$ cat src/rtl/uart_pkg.sv
// Shared UART constants and the arbiter state encoding.
// The transmitter and the arbiter both take their defaults from here.
package uart_pkg;

  typedef enum logic [1:0] {
    IDLE  = 2'd0,
    ISSUE = 2'd1,
    HOLD  = 2'd2
  } arb_state_t;

  localparam int UART_BAUD_DIV   = 10415;
  localparam int UART_FRAME_BITS = 10;
  localparam int UART_SLACK_BITS = 2;

  // Cycles one frame may occupy the transmitter, including tick-phase slack.
  function automatic int uart_hold_cycles(input int baud_div, input int frame_bits,
                                          input int slack_bits);
    return (baud_div + 1) * (frame_bits + slack_bits);
  endfunction

endpackage

$ cat src/rtl/tx_pace_timer.sv
// Loadable down-counter that paces byte issues to the transmitter.
// done is high while the count sits at zero; the count never wraps below zero.
module tx_pace_timer #(
  parameter int COUNT = 47
) (
  input  logic clk,
  input  logic rst,
  input  logic load,
  output logic done
);

  localparam int W = (COUNT < 1) ? 1 : $clog2(COUNT + 1);

  logic [W-1:0] count;

  always_ff @(posedge clk) begin
    if (rst) begin
      count <= '0;
    end else if (load) begin
      count <= W'(COUNT);
    end else if (count != '0) begin
      count <= count - 1'b1;
    end
  end

  assign done = (count == '0);

endmodule

$ cat src/rtl/uart_tx_arbiter.sv
// Round-robin share of one UART transmitter between two byte requesters.
// Each won byte is a single valid pulse, followed by a full frame of hold-off.
//
// state | meaning
// IDLE  | waiting for any request; arbitration happens here
// ISSUE | one cycle: tx_valid and ack of the winner are high
// HOLD  | transmitter is shifting the frame; requests ignored
module uart_tx_arbiter
  import uart_pkg::*;
#(
  parameter int BAUD_DIV   = UART_BAUD_DIV,
  parameter int FRAME_BITS = UART_FRAME_BITS,
  parameter int SLACK_BITS = UART_SLACK_BITS
) (
  input  logic        clk,
  input  logic        rst,
  input  logic        req0,
  input  logic        req1,
  input  logic [7:0]  data0,
  input  logic [7:0]  data1,
  output logic        ack0,
  output logic        ack1,
  output logic        tx_valid,
  output logic [7:0]  tx_data,
  output logic        busy,
  output logic [15:0] byte_count
);

  localparam int HOLD_CYCLES = uart_hold_cycles(BAUD_DIV, FRAME_BITS, SLACK_BITS);

  arb_state_t state, state_nx;
  logic       winner, winner_nx;
  logic       last_grant;
  logic       timer_load;
  logic       timer_done;

  tx_pace_timer #(
    .COUNT (HOLD_CYCLES - 1)
  ) u_pace (
    .clk  (clk),
    .rst  (rst),
    .load (timer_load),
    .done (timer_done)
  );

  always_ff @(posedge clk) begin
    if (rst) begin
      state  <= IDLE;
      winner <= 1'b0;
    end else begin
      state  <= state_nx;
      winner <= winner_nx;
    end
  end

  always_comb begin
    state_nx   = state;
    winner_nx  = winner;
    timer_load = 1'b0;
    case (state)
      IDLE: begin
        if (req0 | req1) begin
          state_nx = ISSUE;
          // On a tie the requester that did not win last time goes first.
          winner_nx = (req0 & req1) ? ~last_grant : req1;
        end
      end
      ISSUE: begin
        state_nx   = HOLD;
        timer_load = 1'b1;
      end
      HOLD: begin
        if (timer_done) state_nx = IDLE;
      end
      default: state_nx = IDLE;
    endcase
  end

  // Outputs are flopped from the next-state decode so nothing reaches a pin
  // combinationally from req.
  always_ff @(posedge clk) begin
    if (rst) begin
      tx_valid   <= 1'b0;
      ack0       <= 1'b0;
      ack1       <= 1'b0;
      busy       <= 1'b0;
      tx_data    <= 8'h00;
      byte_count <= 16'd0;
      last_grant <= 1'b1;
    end else begin
      tx_valid <= (state_nx == ISSUE);
      ack0     <= (state_nx == ISSUE) && !winner_nx;
      ack1     <= (state_nx == ISSUE) && winner_nx;
      busy     <= (state_nx != IDLE);
      if (state == IDLE && state_nx == ISSUE) begin
        tx_data <= winner_nx ? data1 : data0;
      end
      if (state == ISSUE) begin
        last_grant <= winner;
        byte_count <= byte_count + 16'd1;
      end
    end
  end

endmodule
$ cat config.mk
export PLATFORM = sky130hd
export DESIGN_NAME = uart_tx_arbiter
export DESIGN_NICKNAME = d
export VERILOG_FILES = /design/src/rtl/uart_pkg.sv /design/src/rtl/tx_pace_timer.sv /design/src/rtl/uart_tx_arbiter.sv
export SDC_FILE = /design/constraint.sdc
export NUM_CORES = 1
export LEC_CHECK = 0
export CAP_MARGIN = 25
export CORE_UTILIZATION = 40
export DETAILED_ROUTE_END_ITERATION = 7
export PLACE_DENSITY = 0.7
export SLEW_MARGIN = 25
export SYNTH_ARGS = -nofsm -noshare
export SYNTH_HDL_FRONTEND = slang
export SYNTH_SLANG_ARGS = --single-unit
$ cat constraint.sdc
create_clock -name clk -period 2.4 [get_ports clk]
set_clock_uncertainty 0.15 [all_clocks]
set_input_delay 0.24 -clock clk [delete_from_list [all_inputs] [get_ports clk]]
set_output_delay 0.24 -clock clk [all_outputs]
set_load 0.01 [all_outputs]
==> results of run 1 <==
## final cells by class
class,instances,area share [%]
clock buffer,5,2.35
clock inverter,3,1.58
inverter,6,0.771
multi-input combinational,186,39.3
sequential,49,33.6
tap,70,3.00
timing repair buffer,60,19.4
## routing by layer
layer,up-vias,share of wire [%],wire length [um]
li1,1033,-,-
met1,936,49,2270
met2,42,45,2120
met3,7,5.0,232
met4,0,1.0,48
met5,-,0,0
## Yosys cell counts (6+ instances only)
master     n  area, um^2
nand4_1    7        43.8
o21ai_0   10        50.1
nor2_1    20        75.1
nor2b_1    7        43.8
xor2_1     7        61.3
a31oi_1    7        43.8
clkbuf_1   8        30.0
nand2_1   22        82.6
nor3_1     8        40.0
or4_1      7        52.6
dfxtp_1   49         981
inv_1      6        22.5
or3_1      7        43.8
a22oi_1    8        60.1
a21oi_1   19        95.1
nand3_1    7        35.0
## critical path: stages (launching register included)
cell,delay [ns]
dfxtp_1,0.33
inv_1,0.11
ha_1,0.20
nor4b_2,0.39
nand2_1,0.25
or4_1,0.51
a31oi_1,0.15
## cell usage in the layout, fill, tap and decap left out, types with 2 or more instances in the layout
cell / count
nor4_1: 5
a211oi_1: 2
ha_1: 3
a22oi_1: 8
clkdlybuf4s50_1: 47
nand3b_1: 2
clkbuf_8: 5
nand2b_1: 5
nor3_1: 8
o31ai_1: 5
o21ai_0: 10
xnor2_1: 4
or3_1: 7
nor2b_1: 7
mux2_2: 3
a31oi_1: 7
nor3b_1: 2
inv_1: 6
buf_4: 13
nand4_1: 7
a21oi_1: 19
nand2_1: 22
xor2_1: 7
and4b_1: 2
dfxtp_1: 49
or4_1: 7
nand3_1: 7
nor2_1: 20
## state kept, by name, indices dropped and copies added (netlist names)
register / cells
ack1: 1
last_grant: 1
state: 2
byte_count: 16
busy: 1
winner: 1
tx_valid: 1
u_pace.count: 17
ack0: 1
tx_data: 8
## worst paths after layout
check | startpoint | end | slack, ns | cells after the start
setup / recovery | u_pace.count[0] | u_pace.count[14] | 0.23 | 6
hold / removal | winner | winner | 0.32 | 2
setup reg to reg | u_pace.count[0] | u_pace.count[14] | 0.23 | 6
hold reg to reg | winner | winner | 0.32 | 2
## logic make-up (layout without fill, tap and decap cells)
logic type | count (synthesis) | in the layout | share of synthesized area (%)
simple gates | 109 | 109 | 27.4
compound gates | 59 | 59 | 16.9
flops | 49 | 49 | 44.7
buf+inv | 17 | 74 | 2.96
xor+xnor | 11 | 11 | 4.39
mux | 4 | 4 | 2.00
fa+ha+maj | 3 | 3 | 1.71
## where the power goes
group	switching, mW	leakage [nW]	internal (mW)
Combinational	0.347	0.601	0.322
Clock	0.290	0.0543	0.312
Sequential	0.103	0.402	0.918
Total	0.739	1.06	1.55
## metrics by stage
step                      instance area (um^2)  util, %  cells  total power, mW  hold WS (ns)
after global placement                    2810     53.9    371             1.70         0.294
final                                     2920     56.2    379             2.29         0.317
after detailed placement                  2810     53.9    371             1.71         0.298
after CTS                                 2920     56.2    379             2.31         0.315
after floorplan                           2190        -    252             1.47         0.230
after global routing                      2920     56.2    379             2.45         0.330
==> metrics.txt, run 1 <==
root buffer selected by CTS=clkbuf_8; FMAX=about 0.46 GHz; met3 Usage GRT=5.27%; Unique masters post-synth=between 40 and 50; FF/Latch Area=roughly 1000 um^2; GP Congestion=0.760; Die Y=76.1 um; Starting Density=42.2%; IO Count=48; clk_lat worst skew=around 0.30 ns; grt total ovfl=0; pre-CTS WS=~0.25 ns; leak pwr=1.06 nW; area occupied by multi-input gates=approximately 1100 um^2; clock-pin slew on the worst setup and hold paths=0.09 ns; Worst slew margin=between 50 and 60%; core area=around 5200 um^2; Area growth, synth to finish=33.2%; Final setup viols=0; Rows=26; cts repair resizes=0; largest net degree at the start of global routing=18; Residual DRC=0; filler instances=484; initial antenna violation count=0; grt met1 use=21.7%; n_diodes=0; fin nets=331; DIE AREA=about 5800 um^2; final hold vios=0; Synth Instances=252; Slew Limit Fails=0; CP Max Fanout=8; RSZ-0062 raised after global routing=false; Peak supply drop=between 300 and 400 uV; Cell Area, Synth=2190 um^2; Vias/cell=5.32; Chip Width=approximately 76 um; sequential area share after synthesis=roughly 45%; met2 Use GR=29.2%; Synth Register Bits=49; asr flop ratio synth=0%; first-pass GRT wire length=8340 um; setup TNS=0 ns; post-layout min period=approximately 2.2 ns; Tot GR Track Use=17.4%; EDFF count, synth=0; syn_nets=approximately 280; syn avg cell area=8.71 um^2; WL/cell=12.3 um; total iterations of the first detailed-routing run=4; Clock Path Buffers=2; endpoint type of the worst setup path=register; status=finished clean; Post-DP HPWL=3330 um; postcts setup bufs=0; WS Path Type=reg -> reg; vias=2,018; fraction of layout cells with a size suffix above 1=8.74%; worst-margin pin slew=0.646 ns; # Max-Cap Violations=0; CTS tree=yes; CTS Hold Bufs=0; H-tree depth=2; final WL=4670 um; fin worst setup slack=approximately 0.23 ns; DR iter-0 viols=between 100 and 150; HP Class=reg -> reg; pwr dens=784 nW/um^2; Critical Path RT=2.49 ns; top_reg_cell synth=dfxtp_1; yosys warns=0; remaining antenna violation count after routing=0; port bufs=47; number of buffers created by CTS=5; vias in the first global route=1,819; Arr. time, crit path=2.26 ns; period utilisation layout=~90%; CTS sink count=between 40 and 50; Most Crowded Layer GR=met2; critical path launch point type=register
(Power assumes the default switching activity.)
==> inputs of run 2 (changes only) <==
--- a/config.mk
+++ b/config.mk
@@ -9,6 +9,7 @@
 export CORE_UTILIZATION = 40
 export DETAILED_ROUTE_END_ITERATION = 7
 export PLACE_DENSITY = 0.7
+export SKIP_CTS_REPAIR_TIMING = 1
 export SLEW_MARGIN = 25
 export SYNTH_ARGS = -nofsm -noshare
 export SYNTH_HDL_FRONTEND = slang
==> results of run 2 <==
The final DEF is identical to that of run 1; final timing and power are the same.
==> inputs of run 3 (changes only) <==
--- a/config.mk
+++ b/config.mk
@@ -7,6 +7,7 @@
 export LEC_CHECK = 0
 export CAP_MARGIN = 25
 export CORE_UTILIZATION = 40
+export CTS_CLUSTER_SIZE = 8
 export DETAILED_ROUTE_END_ITERATION = 7
 export PLACE_DENSITY = 0.7
 export SKIP_CTS_REPAIR_TIMING = 1
==> results of run 3 <==
The final DEF is identical to that of run 1; final timing and power are the same.
